File: config.mk
export PLATFORM = sky130hd
export DESIGN_NAME = rect_table_scheduler
export DESIGN_NICKNAME = d
export VERILOG_FILES = /design/src/rtl/rect_table_scheduler.sv
export SDC_FILE = /design/constraint.sdc
export NUM_CORES = 2
export LEC_CHECK = 0
export BUFFER_PORTS_ARGS = -buffer_cell sky130_fd_sc_hd__buf_2
export CORE_ASPECT_RATIO = 0.6
export CORE_MARGIN = 8
export CORE_UTILIZATION = 57
export DETAILED_ROUTE_END_ITERATION = 7
export GPL_ROUTABILITY_DRIVEN = 0
export PLACE_DENSITY = 0.89
export SYNTH_ARGS = -nofsm -noshare
export SYNTH_HDL_FRONTEND = slang
export SYNTH_SLANG_ARGS = --single-unit
File: constraint.sdc
create_clock -name vgaclk -period 50.9 [get_ports vgaclk]
set_input_delay 10.18 -clock vgaclk [delete_from_list [all_inputs] [get_ports vgaclk]]
set_output_delay 10.18 -clock vgaclk [all_outputs]
set_load 0.02 [all_outputs]
File: src/rtl/rect_table_scheduler.sv
// rtl/rect_table_scheduler.sv - rectangle shadow/active table with round-robin writers and vblank commit
module rect_table_scheduler #(
  parameter int NUM_RECTS   = 14,
  parameter int VACTIVE     = 480,
  parameter int INIT_FIGURE = 1
) (
  input  logic                    vgaclk,
  input  logic                    reset,
  input  logic [9:0]              hcnt,
  input  logic [9:0]              vcnt,
  input  logic                    req0_valid,
  input  logic [3:0]              req0_idx,
  input  logic [39:0]             req0_rect,
  output logic                    req0_ready,
  input  logic                    req1_valid,
  input  logic [3:0]              req1_idx,
  input  logic [39:0]             req1_rect,
  output logic                    req1_ready,
  input  logic                    commit_req,
  output logic                    commit_pending,
  output logic                    frame_tick,
  output logic                    swap_done,
  output logic                    idx_err,
  output logic [NUM_RECTS*40-1:0] rects_flat
);

  localparam logic [9:0] VBS_LINE    = 10'(VACTIVE);
  localparam logic [4:0] NUM_RECTS_W = 5'(NUM_RECTS);

  typedef enum logic {ST_IDLE, ST_PENDING} state_t;

  // Entry contents after reset: the stick figure, or all zero.
  function automatic logic [39:0] init_rect(input int i);
    logic [39:0] r;
    r = '0;
    if (INIT_FIGURE == 1) begin
      case (i)
        0:       r = {10'd300, 10'd340, 10'd100, 10'd140};
        1:       r = {10'd310, 10'd330, 10'd140, 10'd220};
        2:       r = {10'd270, 10'd310, 10'd150, 10'd170};
        3:       r = {10'd330, 10'd370, 10'd150, 10'd170};
        4:       r = {10'd310, 10'd320, 10'd220, 10'd300};
        5:       r = {10'd320, 10'd330, 10'd220, 10'd300};
        default: r = '0;
      endcase
    end
    return r;
  endfunction

  state_t      state_q, state_d;
  logic        rr_last_q, rr_last_d;
  logic        frame_tick_q, swap_done_q, swap_done_d;
  logic        idx_err_q, idx_err_d;
  logic [39:0] shadow_q [NUM_RECTS];
  logic [39:0] shadow_d [NUM_RECTS];
  logic [39:0] active_q [NUM_RECTS];
  logic [39:0] active_d [NUM_RECTS];

  logic        vbs;
  logic        grant0, grant1, wr_en, idx_ok, swap;
  logic [3:0]  wr_idx;
  logic [39:0] wr_data;

  assign vbs = (vcnt == VBS_LINE) && (hcnt == 10'd0);

  // Round-robin grant; rr_last_q=1 means requester 1 was served last, so 0 wins a tie.
  always_comb begin
    grant0 = 1'b0;
    grant1 = 1'b0;
    if (!vbs) begin
      grant0 = req0_valid && (!req1_valid || rr_last_q);
      grant1 = req1_valid && (!req0_valid || !rr_last_q);
    end
  end

  assign req0_ready = grant0;
  assign req1_ready = grant1;
  assign wr_en      = grant0 | grant1;
  assign wr_idx     = grant1 ? req1_idx  : req0_idx;
  assign wr_data    = grant1 ? req1_rect : req0_rect;
  assign idx_ok     = {1'b0, wr_idx} < NUM_RECTS_W;

  // Commit FSM: a request waits in PENDING until the next blanking start.
  always_comb begin
    state_d = state_q;
    swap    = 1'b0;
    case (state_q)
      ST_IDLE: begin
        if (commit_req) state_d = ST_PENDING;
      end
      ST_PENDING: begin
        if (vbs) begin
          swap    = 1'b1;
          state_d = ST_IDLE;
        end
      end
      default: state_d = ST_IDLE;
    endcase
  end

  // Table next-state: granted write into shadow, full shadow copy into active on swap.
  always_comb begin
    shadow_d = shadow_q;
    active_d = active_q;
    if (wr_en && idx_ok) shadow_d[wr_idx] = wr_data;
    if (swap) active_d = shadow_q;
    idx_err_d   = idx_err_q | (wr_en && !idx_ok);
    rr_last_d   = grant0 ? 1'b0 : (grant1 ? 1'b1 : rr_last_q);
    swap_done_d = swap;
  end

  // State registers; reset restores the default tables and drops any pending commit.
  always_ff @(posedge vgaclk or posedge reset) begin
    if (reset) begin
      state_q      <= ST_IDLE;
      rr_last_q    <= 1'b1;
      frame_tick_q <= 1'b0;
      swap_done_q  <= 1'b0;
      idx_err_q    <= 1'b0;
      for (int i = 0; i < NUM_RECTS; i++) begin
        shadow_q[i] <= init_rect(i);
        active_q[i] <= init_rect(i);
      end
    end else begin
      state_q      <= state_d;
      rr_last_q    <= rr_last_d;
      frame_tick_q <= vbs;
      swap_done_q  <= swap_done_d;
      idx_err_q    <= idx_err_d;
      shadow_q     <= shadow_d;
      active_q     <= active_d;
    end
  end

  assign commit_pending = (state_q == ST_PENDING);
  assign frame_tick     = frame_tick_q;
  assign swap_done      = swap_done_q;
  assign idx_err        = idx_err_q;

  for (genvar g = 0; g < NUM_RECTS; g++) begin : g_flat
    assign rects_flat[g*40 +: 40] = active_q[g];
  end

endmodule

==> flow_summary.toml <==
[outcome]
status = "finished clean"

[cts]
clock_latency_ns = 0.68
tritoncts = "done"
clock_tree.buffer_depth = 3
holdBufCountCts = 0
ctsHtreeMaxLevel = 3
root_buffer = "clkbuf_16"
cts_buffers = 96
clkTransAtPathRegs_ns = 0.07
ctsResizeCount = 0
cts_sinks = 1125
postCtsSetupRepairBufs = 0

[synth]
synthDistinctLibCells = 41
ys.flop_type = "dfrtp_1"
yosys_warnings = 0
ys_seq_elements = 1125
synth_edf_count = 0
postSynthCellCount = 2532
syn-num-nets = 2645
synth_seq_area_share_pct = 65.5
synth.avg_cell_area_sq_um = 17.1
netlist_area_sq_um = 43400
async_flop_share_pct = 100

[sta]
fmax_mhz = 45.0
period_needed_ns = 22.20
fin_tns_setup_ns = 0
grt_setup_unrepaired = "false"
finalMaxSlewViolations = 0
timing.hold.ws_ns = 0.478
fin_worst_skew_ns = 0.0134
slew_headroom_pct = 18.3
period_share_pct = 43.6
tightest_slew_ns = 1.23
setup_viol = 0
hold_violations = 0

[critical_path]
critPathArrivalTime_ns = 12.02
critPathMaxStageDelay_ns = 0.53
critPathRequiredTime_ns = 40.72
critPathMaxFanout = 42
cpMaxStageDelayCell = "buf_4"
crit_type = "primary input to primary output"
crit_chain = "buf_2 > nor4_2 > nand4_4 > o21ai_4 > buf_4 > inv_1 > buf_2"
end_kind = "primary output"
crit_top_cell = "buf_2"
critPathLaunchType = "primary input"

[routing]
drtIter0Drc = 1480
wirelength_um = 113000
drcViolationCount = 0
via_count = 24335
detail-route-antenna-nets = 0
viasPerCell = 5.71
wl_per_cell_um = 26.5
first_pass_iters = 5

[pwr]
p_total_w = 0.00220
p_leak_nw = 25.9
power.density_nw_per_um2 = 43.5
max-vdd-ir-drop_uv = 35.4

[global_route]
antenna_found_initial = 6
grt_start_max_net_pins = 197
gr-usage-all-layers_pct = 26.0
grt_pass1_vias = 26074
grt_pass1_wl_um = 169000
grt-ovfl-total = 0

[floorplan]
die_h_um = 230
core_area_sq_um = 75400
rows = 78
die-area_sq_um = 85500
io_pins = 679
die_w_um = 372
initial_utilization_pct = 57.5

[layout]
final_cell_mix = "dfrtp_1 (932), buf_2 (678), mux2_2 (614)"
fin_nets = 3289
nFillCells = 4939
layout.cells.non_filler = 4263
syn_to_final_growth_pct = 16.6
fin_util_pct = 67.0
regArea_sq_um = 28400
multi_input_area_sq_um = 13800
final_common_cell = "dfrtp_1"
layout-drive-gt1-share_pct = 52.8

[place]
io_buffers = 678
place_hpwl_um = 73000
place_inst = 4078

[worst_hold_path]
hp-class = "register to register"

[job]
maxCapViolCount = 0
[synthesized netlist by cell type (all sizes together) (2+ instances only)]
master,instances,area [sq um]
nand3b,2,15.0
inv,5,18.8
a22oi,18,220
dfrtp,932,23300
buf,161,1150
nor4,3,40.0
a21boi,2,15.0
nand3,4,20.0
clkbuf,4,15.0
nor2,6,25.0
nor3,3,15.0
o2111ai,5,75.1
o21ai,5,36.3
nand4,3,33.8
nor2b,4,25.0
nor3b,4,30.0
o211ai,2,15.0
nand2,2,15.0
dfstp,193,5070
mux2,1164,13100
[path summary, 6_finish.rpt]
path | start | endpoint | slack [ns] | cells after the start
worst max-delay path | hcnt[0] | req1_ready | 28.70 | 7
worst max register to register | commit_pending | rects_flat[160] | 47.29 | 4
min in group asynchronous | reset | rects_flat[261] | 9.74 | 2
worst min-delay path | shadow_q[176] | rects_flat[376] | 0.48 | 1
max in group asynchronous | reset | rects_flat[480] | 36.41 | 7
worst min register to register | shadow_q[176] | rects_flat[376] | 0.48 | 1
[stage by stage]
stage | instance area (sq um) | worst slack, ns
2_1_floorplan | 43400 | 9.36
3_3_place_gp | 47200 | 28.76
3_5_place_dp | 47200 | 28.71
4_1_cts | 50600 | 28.70
5_1_grt | 50600 | 28.56
6_report | 50600 | 28.70
[critical path, delay by kind of cell]
kind	cells	cell delay (ns)
buffers and inverters	4	0.90
AO/OA/AOI/OAI	1	0.22
AND/OR/NAND/NOR	2	0.72
[cells by family after synthesis]
group                  share of synthesized area [%]
buffers and inverters                           2.74
multiplexers                                    30.2
flip-flops                                      65.5
AND/OR/NAND/NOR                                0.684
AO/OA/AOI/OAI                                  0.877
[layout make-up]
| class | instances | area share (%) |
|---|---|---|
| clock inverter | 47 | 1.20 |
| inverter | 5 | 0.0520 |
| multi-input combinational | 1237 | 27.3 |
| tap | 1000 | 2.47 |
| antenna | 5 | 0.0247 |
| timing repair buffer | 711 | 7.30 |
| sequential | 1125 | 56.2 |
| clock buffer | 133 | 5.51 |
[metal layers]
| layer | share of wire, % | GRT usage [%] |
|---|---|---|
| met5 | 0.0062 | 0 |
| met4 | 3.6 | 8.81 |
| met3 | 5.6 | 5.39 |
| met2 | 50 | 43.1 |
| met1 | 41 | 34.2 |
[flip-flops by register name, indices dropped and copies added (netlist names)]
name            flops
shadow_q          560
frame_tick          1
rr_last_q           1
commit_pending      1
rects_flat        560
swap_done           1
idx_err             1
[power breakdown]
group	switching, W	internal, W	total (W)	leakage [nW]
registers	0.0000928	0.00109	0.00119	14.1
logic	0.000103	0.000131	0.000234	10.1
clock network	0.000337	0.000443	0.000781	1.66
total	0.000533	0.00167	0.00220	25.9
(Power assumes the default switching activity.)
